[config.mk]
export PLATFORM = sky130hd
export DESIGN_NAME = touch_tap_filter
export DESIGN_NICKNAME = d
export VERILOG_FILES = /design/src/rtl/touch_tap_filter.sv
export SDC_FILE = /design/constraint.sdc
export NUM_CORES = 1
export LEC_CHECK = 0
export ABC_AREA = 1
export CELL_PAD_IN_SITES_DETAIL_PLACEMENT = 1
export CELL_PAD_IN_SITES_GLOBAL_PLACEMENT = 2
export CORE_MARGIN = 4
export CORE_UTILIZATION = 30
export DETAILED_ROUTE_END_ITERATION = 8
export GPL_TIMING_DRIVEN = 0
export PLACE_DENSITY = 0.85
export SLEW_MARGIN = 10
export SYNTH_ARGS = -nofsm -noshare
export SYNTH_HDL_FRONTEND = slang
export SYNTH_SLANG_ARGS = --single-unit
[constraint.sdc]
create_clock -name clk -period 4.74 [get_ports clk]
set_clock_uncertainty 0.05 [all_clocks]
set_input_delay 0.474 -clock clk [delete_from_list [all_inputs] [get_ports clk]]
set_output_delay 0.474 -clock clk [all_outputs]
set_load 0.01 [all_outputs]
[src/rtl/touch_tap_filter.sv]
// touch_tap_filter
//
// Conditioning stage between the FT6336 touch poller and the home/game
// state machine. Raw panel coordinates are rotated into game coordinates
// (x from panel Y, y from inverted panel X, both clamped). Press and release
// are debounced over poll samples. The block emits one-cycle tap, release
// and long-press events and keeps a tracked paddle position.
//
// Optional feature: define TOUCH_SMOOTH_EN to run the tracked position
// through a first-order IIR (shift SMOOTH_SHIFT). Without the macro the
// position follows each sample directly.
//
// Ports:
//   clk          system clock (50 MHz)
//   reset        synchronous, active-high reset
//   touch_valid  one-cycle strobe per completed poll
//   touch_down   contact reported by the panel, qualified by touch_valid
//   touch_x/y    raw 12-bit panel coordinates, qualified by touch_valid
//   pressed      debounced contact level
//   tap          one-cycle pulse when a press is confirmed
//   tap_x/y      game coordinates of the confirming sample, held until next tap
//   release_evt  one-cycle pulse when a release is confirmed or forced
//                (named release_evt because "release" is a reserved word)
//   long_press   one-cycle pulse, at most once per press
//   pos_x/y      tracked game coordinates while pressed
//   pos_valid    equals pressed

module touch_tap_filter #(
    parameter int GAME_W            = 320,
    parameter int GAME_H            = 240,
    parameter int DEBOUNCE_N        = 2,
    parameter int RELEASE_N         = 3,
    parameter int LONG_PRESS_CYCLES = 25_000_000,
    parameter int STALE_CYCLES      = 2_500_000,
    parameter int SMOOTH_SHIFT      = 2
) (
    input  logic        clk,
    input  logic        reset,
    input  logic        touch_valid,
    input  logic        touch_down,
    input  logic [11:0] touch_x,
    input  logic [11:0] touch_y,
    output logic        pressed,
    output logic        tap,
    output logic [8:0]  tap_x,
    output logic [8:0]  tap_y,
    output logic        release_evt,
    output logic        long_press,
    output logic [8:0]  pos_x,
    output logic [8:0]  pos_y,
    output logic        pos_valid
);

    // Elaboration-time sanity checks on the configuration.
    if (DEBOUNCE_N < 1 || DEBOUNCE_N > 15 || RELEASE_N < 1 || RELEASE_N > 15
        || SMOOTH_SHIFT < 0 || SMOOTH_SHIFT > 8
        || LONG_PRESS_CYCLES < 1 || STALE_CYCLES < 1) begin : g_bad_cfg
        $error("touch_tap_filter: parameter out of range");
    end

    localparam logic [11:0] X_MAX12 = 12'(GAME_W - 1);
    localparam logic [11:0] Y_MAX12 = 12'(GAME_H - 1);
    localparam logic [8:0]  X_MAX9  = 9'(GAME_W - 1);
    localparam logic [8:0]  Y_MAX9  = 9'(GAME_H - 1);
    localparam logic [3:0]  DEB_N   = 4'(DEBOUNCE_N);
    localparam logic [3:0]  REL_N   = 4'(RELEASE_N);

    localparam int HOLD_W = $clog2(LONG_PRESS_CYCLES + 1);
    localparam int STALE_W = $clog2(STALE_CYCLES + 1);
    localparam logic [HOLD_W-1:0]  HOLD_MAX  = HOLD_W'(LONG_PRESS_CYCLES);
    localparam logic [HOLD_W-1:0]  HOLD_FIRE = HOLD_W'(LONG_PRESS_CYCLES - 1);
    localparam logic [STALE_W-1:0] STALE_MAX = STALE_W'(STALE_CYCLES);

    typedef enum logic [1:0] {
        S_UP,
        S_PRESS_PEND,
        S_DOWN,
        S_REL_PEND
    } state_t;

    state_t state, state_d;

    logic [3:0]         cnt, cnt_d;
    logic [3:0]         rcnt, rcnt_d;
    logic [HOLD_W-1:0]  hold_cnt;
    logic [STALE_W-1:0] stale_cnt;

    logic       s_v;
    logic       s_down;
    logic [8:0] s_gx;
    logic [8:0] s_gy;

    logic [8:0] gx_c;
    logic [8:0] gy_clamp;
    logic [8:0] gy_c;

    logic       confirm;
    logic       track;
    logic       tap_d;
    logic       rel_d;
    logic       stale_hit;
    logic       held;
    logic [8:0] pos_x_next;
    logic [8:0] pos_y_next;

    // Rotation: game x comes from panel Y, game y from inverted panel X.
    // Comparisons use the full 12 bits so large raw values clamp correctly.
    always_comb begin
        gx_c     = (touch_y > X_MAX12) ? X_MAX9 : touch_y[8:0];
        gy_clamp = (touch_x > Y_MAX12) ? Y_MAX9 : touch_x[8:0];
        gy_c     = Y_MAX9 - gy_clamp;
    end

    // Stage 1 register: the FSM only ever sees this registered sample.
    always_ff @(posedge clk) begin
        if (reset) begin
            s_v    <= 1'b0;
            s_down <= 1'b0;
            s_gx   <= '0;
            s_gy   <= '0;
        end else begin
            s_v <= touch_valid;
            if (touch_valid) begin
                s_down <= touch_down;
                s_gx   <= gx_c;
                s_gy   <= gy_c;
            end
        end
    end

    // Poll-silence timer. It saturates, so a timeout stays asserted until the
    // next strobe; that is harmless because the FSM leaves the pressed states.
    always_ff @(posedge clk) begin
        if (reset) begin
            stale_cnt <= '0;
        end else if (touch_valid) begin
            stale_cnt <= '0;
        end else if (stale_cnt != STALE_MAX) begin
            stale_cnt <= stale_cnt + 1'b1;
        end
    end

    // A fresh sample always beats a timeout in the same cycle.
    assign stale_hit = (stale_cnt == STALE_MAX) && !s_v;
    assign held      = (state == S_DOWN) || (state == S_REL_PEND);

    always_ff @(posedge clk) begin
        if (reset) begin
            state <= S_UP;
            cnt   <= '0;
            rcnt  <= '0;
        end else begin
            state <= state_d;
            cnt   <= cnt_d;
            rcnt  <= rcnt_d;
        end
    end

    // Debounce FSM. Only s_v advances the counters; the stale timeout is the
    // only way to leave a state without a sample.
    always_comb begin
        state_d = state;
        cnt_d   = cnt;
        rcnt_d  = rcnt;
        confirm = 1'b0;
        track   = 1'b0;
        rel_d   = 1'b0;

        case (state)
            S_UP: begin
                if (s_v && s_down) begin
                    if (DEB_N == 4'd1) begin
                        confirm = 1'b1;
                        cnt_d   = '0;
                        state_d = S_DOWN;
                    end else begin
                        cnt_d   = 4'd1;
                        state_d = S_PRESS_PEND;
                    end
                end
            end

            S_PRESS_PEND: begin
                if (s_v) begin
                    if (s_down) begin
                        if (cnt + 4'd1 == DEB_N) begin
                            confirm = 1'b1;
                            cnt_d   = '0;
                            state_d = S_DOWN;
                        end else begin
                            cnt_d = cnt + 4'd1;
                        end
                    end else begin
                        cnt_d   = '0;
                        state_d = S_UP;
                    end
                end else if (stale_hit) begin
                    cnt_d   = '0;
                    state_d = S_UP;
                end
            end

            S_DOWN: begin
                if (s_v) begin
                    if (s_down) begin
                        track = 1'b1;
                    end else if (REL_N == 4'd1) begin
                        rel_d   = 1'b1;
                        rcnt_d  = '0;
                        state_d = S_UP;
                    end else begin
                        rcnt_d  = 4'd1;
                        state_d = S_REL_PEND;
                    end
                end else if (stale_hit) begin
                    rel_d   = 1'b1;
                    rcnt_d  = '0;
                    state_d = S_UP;
                end
            end

            S_REL_PEND: begin
                if (s_v) begin
                    if (!s_down) begin
                        if (rcnt + 4'd1 == REL_N) begin
                            rel_d   = 1'b1;
                            rcnt_d  = '0;
                            state_d = S_UP;
                        end else begin
                            rcnt_d = rcnt + 4'd1;
                        end
                    end else begin
                        track   = 1'b1;
                        rcnt_d  = '0;
                        state_d = S_DOWN;
                    end
                end else if (stale_hit) begin
                    rel_d   = 1'b1;
                    rcnt_d  = '0;
                    state_d = S_UP;
                end
            end

            default: begin
                state_d = S_UP;
                cnt_d   = '0;
                rcnt_d  = '0;
            end
        endcase
    end

    assign tap_d = confirm;

`ifdef TOUCH_SMOOTH_EN
    // IIR step pos += (sample - pos) >>> SMOOTH_SHIFT in signed arithmetic,
    // then clamped back into the playfield.
    logic signed [9:0]  diff_x, diff_y;
    logic signed [9:0]  step_x, step_y;
    logic signed [10:0] sum_x, sum_y;

    always_comb begin
        diff_x = $signed({1'b0, s_gx}) - $signed({1'b0, pos_x});
        diff_y = $signed({1'b0, s_gy}) - $signed({1'b0, pos_y});
        step_x = diff_x >>> SMOOTH_SHIFT;
        step_y = diff_y >>> SMOOTH_SHIFT;
        sum_x  = $signed({2'b00, pos_x}) + 11'(step_x);
        sum_y  = $signed({2'b00, pos_y}) + 11'(step_y);

        if (sum_x < 0)
            pos_x_next = '0;
        else if (sum_x > $signed({2'b00, X_MAX9}))
            pos_x_next = X_MAX9;
        else
            pos_x_next = sum_x[8:0];

        if (sum_y < 0)
            pos_y_next = '0;
        else if (sum_y > $signed({2'b00, Y_MAX9}))
            pos_y_next = Y_MAX9;
        else
            pos_y_next = sum_y[8:0];
    end
`else
    always_comb begin
        pos_x_next = s_gx;
        pos_y_next = s_gy;
    end
`endif

    // Registered event outputs and coordinates. The confirming sample loads
    // pos directly so a new press never smooths from the previous position.
    always_ff @(posedge clk) begin
        if (reset) begin
            tap         <= 1'b0;
            release_evt <= 1'b0;
            pressed     <= 1'b0;
            tap_x       <= '0;
            tap_y       <= '0;
            pos_x       <= '0;
            pos_y       <= '0;
        end else begin
            tap         <= tap_d;
            release_evt <= rel_d;
            pressed     <= (state_d == S_DOWN) || (state_d == S_REL_PEND);
            if (confirm) begin
                tap_x <= s_gx;
                tap_y <= s_gy;
                pos_x <= s_gx;
                pos_y <= s_gy;
            end else if (track) begin
                pos_x <= pos_x_next;
                pos_y <= pos_y_next;
            end
        end
    end

    // Hold timer: hits HOLD_FIRE exactly once per press because it only
    // counts upward and is cleared on each confirm.
    always_ff @(posedge clk) begin
        if (reset) begin
            hold_cnt   <= '0;
            long_press <= 1'b0;
        end else begin
            long_press <= held && (hold_cnt == HOLD_FIRE);
            if (confirm)
                hold_cnt <= '0;
            else if (held && hold_cnt != HOLD_MAX)
                hold_cnt <= hold_cnt + 1'b1;
        end
    end

    assign pos_valid = pressed;

endmodule

==> results of run 1 <==
[worst max-delay path: stages]
cell             delay (ns)
clkdlybuf4s50_1        0.46
buf_2                  0.24
nor2_2                 0.38
clkbuf_1               0.57
o21ai_1                0.14
nor2_1                 0.11
[synthesized netlist by cell type (5+ instances only)]
master,n
clkbuf_1,5
nor3_1,6
nand3_1,51
inv_1,82
buf_2,7
a21oi_1,31
nand2_1,286
nand3b_1,7
buf_4,5
xor2_1,15
a21oi_2,20
nand4_1,11
dfxtp_1,117
o31ai_1,5
nor2_1,132
ha_1,9
o21ai_0,29
[registers in the layout, indices dropped and copies added, names as in the netlist]
register / count
stale_cnt: 22
pos_valid: 1
pos_x: 9
cnt: 4
s_down: 1
pos_y_next: 9
tap: 1
rcnt: 4
tap_y: 9
state: 2
s_v: 1
pos_y: 9
long_press: 1
hold_cnt: 25
release_evt: 1
tap_x: 9
pos_x_next: 9
[kinds of logic after synthesis]
family                   synth area share (%)
AO/OA/AOI/OAI                            9.87
adder cells (fa/ha/maj)                  1.93
buffers and inverters                    7.90
AND/OR/NAND/NOR                          37.2
XOR/XNOR                                 2.98
flip-flops                               40.1
[how the worst max path moves through the flow]
stage                     to  slack, ns        start  cells after the start
2_1_floorplan  pos_y_next[6]       3.09   touch_x[9]                     10
5_1_grt         hold_cnt[16]       2.54  hold_cnt[0]                      8
3_5_place_dp    stale_cnt[2]       2.13        reset                      6
3_3_place_gp   stale_cnt[18]       2.17        reset                      6
4_1_cts        stale_cnt[18]       2.58        reset                      6
6_report       stale_cnt[18]       2.66        reset                      6
[through the flow]
step / area (um2) / power (mW) / hold WS [ns]
3_3_place_gp: 6850 / 1.11 / 0.381
2_1_floorplan: 5840 / 1.06 / 0.389
4_1_cts: 7390 / 2.33 / 0.401
5_1_grt: 7390 / 2.38 / 0.423
6_report: 7390 / 2.30 / 0.398
3_5_place_dp: 6850 / 1.11 / 0.387
[power by group through the flow]
stage / Clock (mW) / Combinational (mW) / Sequential, mW
after global routing: 1.28 / 0.0938 / 1.00
after CTS: 1.24 / 0.0857 / 1.00
after floorplan: 0 / 0.0433 / 1.02
after detailed placement: 0 / 0.0855 / 1.03
after global placement: 0 / 0.0842 / 1.03
final: 1.21 / 0.0838 / 1.00
[routing by layer]
metal / routed length [um] / global-route usage [%] / vias up
met1: 8200 / 20.8 / 2571
met5: 0 / 0 / -
met2: 8410 / 28.8 / 66
li1: - / - / 2883
met4: 158 / 4.43 / 0
met3: 688 / 4.57 / 11
[cell type report]
type | count | area (um2) | area share, %
multi-input cells | 635 | 3040 | 41.1
flip-flops and latches | 117 | 2340 | 31.7
repair buffers | 68 | 681 | 9.21
clock buffers | 17 | 425 | 5.75
well taps | 260 | 325 | 4.40
inverters | 85 | 322 | 4.35
plain buffers | 22 | 140 | 1.90
clock inverters | 15 | 119 | 1.61
==> results.py, run 1 <==
metrics = {
    "run_status": {
        "run_status": "completed",
    },
    "logic_synthesis": {
        "ys_ff_latch": 117,
        "synth_flop_cell": "dfxtp_1",
        "yosysUniqueCellTypes": 41,
        "synth-seq-area-share_pct": 40.1,
        "synth_cells": 859,
        "synthTopCellsByArea": "dfxtp_1 (40%), nand2_1 (18%), nor2_1 (8.5%), inv_1 (5.3%), nand3_1 (4.4%)",
        "synth_top_area_share_pct": 40.1,
        "yosysWarnings": 0,
        "synthArstFlopShare_pct": 0,
        "yosysTopAreaCell": "dfxtp_1",
        "synth_area_um2": 5840,
        "synth_nets": 896,
        "syn_avg_cell_area_um2": 6.80,
        "synth_edf_count": 0,
    },
    "grt": {
        "antenna_found_initial": 0,
        "grt_pass1_wl_um": 29600,
        "grt_usage_pct": 16.8,
        "grt_max_degree": 17,
        "grt_overflow": 0,
        "grt_pass1_vias": 5920,
    },
    "setup_path": {
        "timing.rr.start": "hold_cnt[0]",
        "critical_path.max_fanout": 10,
        "crit_path_end_kind": "flop",
        "critPathLaunchType": "input port",
        "worstPathArrival_ns": 2.38,
        "rr_endpoint": "hold_cnt[16]",
        "crit_type": "in -> reg",
        "worstRegToRegCells": 8,
        "r2r_slack_ns": 2.75,
        "required_ns": 5.05,
    },
    "sta": {
        "setup_slack_ns": 2.66,
        "setup_tns_ns": 0,
        "hold_viol": 0,
        "fin_crit_sh_pct": 43.8,
        "setup_viol": 0,
        "slew_headroom_pct": 55.1,
        "tightest_slew_ns": 0.674,
        "layout_min_cycle_time_ns": 2.08,
        "rsz0062_at_grt": "no",
        "finalMaxSlewViolations": 0,
        "fmax_mhz": 482,
    },
    "drt": {
        "routedWlPerCell_um": 14.3,
        "via_count": 5531,
        "wirelength_um": 17500,
        "drtIter0Drc": 172,
        "drt_pass1_iterations": 4,
        "ant_nets": 0,
        "vias_per_cell": 4.54,
        "drc": 0,
    },
    "layout": {
        "final_cell_mix": "nand2_1 (286), nor2_1 (132), dfxtp_1 (117)",
        "final_cell_count_no_fill": 1219,
        "n_fill_cell": 2433,
        "area_delta_synth_final_pct": 26.5,
        "final_common_cell": "nand2_1",
        "n_antenna_cell": 0,
        "fin_nets": 983,
        "utilization_pct": 39.0,
        "drive_gt1_share_pct": 9.28,
    },
    "die": {
        "die_h_um": 148,
        "die_area_um2": 21800,
        "io_pins": 69,
        "start_util_pct": 30.8,
        "fp.dieW_um": 148,
        "rows": 50,
        "core_um2": 19000,
    },
    "cts": {
        "clockBufferDepth": 2,
        "cts-buffers-inserted": 17,
        "cts_setup_buffers": 0,
        "cts_tree": "yes",
        "clk_pin_slew_ns": 0.07,
        "cts-root-buf": "clkbuf_16",
        "cts_num_sinks": 117,
        "htreeDepth": 4,
        "cts_hold_buf": 0,
        "clkLatencyLatePin_ns": 0.42,
        "post_cts_resized": 0,
    },
    "power_and_ir_drop": {
        "comb_power_share_pct": 3.6,
        "ir_drop_mv": 0.208,
        "internal-power_mw": 1.71,
        "p_per_area_nw_per_um2": 311,
        "power_frac_seq_pct": 43.7,
        "p_leak_nw": 2.95,
        "switchingPower_uw": 590,
        "switching_share_pct": 25.7,
        "power_frac_clock_pct": 52.7,
    },
    "place": {
        "place_inst": 1187,
        "pre_cts_slack_ns": 2.13,
        "io_buffers": 68,
        "hpwl_um": 13100,
        "gp_congestion": 0.807,
    },
    "min_path": {
        "hold_end": "tap_x[1]",
        "worstHoldStart": "tap_x[1]",
        "hold_depth": 2,
        "min_path_type": "reg -> reg",
    },
    "flow_run": {
        "maxCapViolations": 0,
    },
}
No activity file was read; power rests on OpenSTA's default activity.
==> run 2, diff against run 1 <==
Clock period 4.74 ns to 2.1 ns, I/O delays scaled along.
==> results.py, run 2 (synthesized netlist as in run 1, its figures left out) <==
metrics = {
    "drt": {
        "ant_nets": 0,
        "routedWlPerCell_um": 14.3,
        "drc": 0,
        "via_count": 5529,
        "drt_pass1_iterations": 4,
        "vias_per_cell": 4.54,
        "drtIter0Drc": 173,
        "wirelength_um": 17400,
    },
    "sta": {
        "setup_viol": 0,
        "finalMaxSlewViolations": 0,
        "hold_viol": 0,
        "rsz0062_at_grt": "no",
        "slew_headroom_pct": 55.1,
        "fmax_mhz": 528,
        "tightest_slew_ns": 0.674,
        "layout_min_cycle_time_ns": 1.89,
        "setup_slack_ns": 0.206,
        "fin_crit_sh_pct": 90.2,
        "hold_ws_ns": 0.301,
        "setup_tns_ns": 0,
    },
    "die": {
        "rows": 50,
        "die_area_um2": 21800,
        "fp.dieW_um": 148,
        "core_um2": 19000,
        "start_util_pct": 30.8,
        "die_h_um": 148,
        "io_pins": 69,
    },
    "power_and_ir_drop": {
        "ir_drop_mv": 0.469,
        "p_per_area_nw_per_um2": 701,
        "total_power_mw": 5.18,
        "comb_power_share_pct": 3.7,
        "power_frac_seq_pct": 43.7,
        "p_leak_nw": 2.95,
        "internal-power_mw": 3.85,
        "switchingPower_mw": 1.33,
        "switching_share_pct": 25.7,
        "power_frac_clock_pct": 52.6,
    },
    "setup_path": {
        "crit_buf_inv": 1,
        "worstRegToRegCells": 8,
        "path_common_cell": "nand2_1",
        "timing.rr.start": "hold_cnt[0]",
        "path_cells": "ha_1 > inv_1 > nor2_4 > nand2_1 > nor2_1 > xor2_1 > nand2_1 > a21oi_2",
        "r2r_slack_ns": 0.21,
        "worst_path_max_delay_cell": "dfxtp_1",
        "required_ns": 2.41,
        "worstPathArrival_ns": 2.20,
        "critical_path.max_fanout": 7,
        "slowest_delay_ns": 0.45,
        "crit_path_end_kind": "flop",
        "rr_endpoint": "hold_cnt[16]",
        "critPathTopFamily": "simple AND/OR/NAND/NOR gates",
        "critPathLaunchType": "flop",
        "crit_type": "reg -> reg",
    },
    "cts": {
        "cts_hold_buf": 0,
        "cts_setup_buffers": 0,
        "cts_num_sinks": 117,
        "clkLatencyLatePin_ns": 0.42,
        "cts-root-buf": "clkbuf_16",
        "cts-buffers-inserted": 17,
        "clockBufferDepth": 2,
        "htreeDepth": 4,
        "cts_tree": "yes",
        "clk_pin_slew_ns": 0.07,
    },
    "layout": {
        "drive_gt1_share_pct": 9.28,
        "fin_nets": 983,
        "final_cell_mix": "nand2_1 (286), nor2_1 (132), dfxtp_1 (117)",
        "final_common_cell": "nand2_1",
        "fin_area_um2": 7400,
        "n_antenna_cell": 0,
        "final_cell_count_no_fill": 1219,
        "top_regs": "hold_cnt (25), stale_cnt (22)",
        "largest_register_ffs": 25,
        "utilization_pct": 39.0,
        "top_register": "hold_cnt",
        "area_delta_synth_final_pct": 26.7,
    },
    "run_status": {
        "run_status": "completed",
    },
    "grt": {
        "grt_pass1_wl_um": 29600,
        "grt_usage_pct": 16.8,
        "grt_max_degree": 17,
        "grt_pass1_vias": 5920,
        "antenna_found_initial": 0,
        "grt_overflow": 0,
    },
    "place": {
        "placed_cell_area_um2": 6850,
        "io_buffers": 68,
        "gp_congestion": 0.807,
        "pre_cts_slack_ns": -0.249,
        "hpwl_um": 13100,
        "place_inst": 1187,
    },
    "flow_run": {
        "maxCapViolations": 0,
    },
    "min_path": {
        "hold_end": "pos_y_next[3]",
        "worstHoldStart": "touch_x[3]",
        "hold_depth": 2,
        "min_path_type": "in -> reg",
    },
}
[run 2: cell count changes in the layout (fill, tap and decap cells not counted), sizes merged]
cell	previous run	this run
buf	17	16
clkbuf	22	23
[run 2: how the worst max path moves through the flow]
stage,to,start,depth (start not counted)
final,hold_cnt[16],hold_cnt[0],8
after floorplan,tap_x[0],cnt[0],9
after detailed placement,stale_cnt[2],reset,6
after global placement,stale_cnt[18],reset,6
after global routing,hold_cnt[10],hold_cnt[0],10
after CTS,hold_cnt[16],hold_cnt[0],8
[run 2: power groups by stage]
stage / Sequential, mW / Combinational (mW) / Clock, mW
5_1_grt: 2.27 / 0.212 / 2.89
3_5_place_dp: 2.31 / 0.193 / 0
3_3_place_gp: 2.31 / 0.190 / 0
6_report: 2.27 / 0.189 / 2.73
2_1_floorplan: 2.31 / 0.0978 / 0
4_1_cts: 2.26 / 0.193 / 2.80
[run 2: final cells by class]
class                      instances  area [um2]
sequential                       117        2340
timing repair buffer              68         681
multi-input combinational        635        3040
inverter                          85         322
buffer                            22         143
clock inverter                    15         119
tap                              260         325
clock buffer                      17         425
fill                            2432       11600
[run 2: timing repair]
action | CTS | global route
endpoints found under the setup margin | 0 | 8
endpoints found under the hold margin | 0 | 0
gates resized for setup | 0 | 2
[run 2: layer usage]
layer  wire length (um)  track usage, %  vias to the layer above
li1                   -               -                     2884
met1               8160            20.8                     2567
met2               8420            28.8                       67
met3                711            4.57                       11
met4                158            4.43                        0
met5                  0               0                        -
==> run 3, diff against run 2 <==
Settings changed: SKIP_LAST_GASP set to 1.
==> results of run 3 <==
The final DEF is identical to that of run 2; final timing and power are the same.
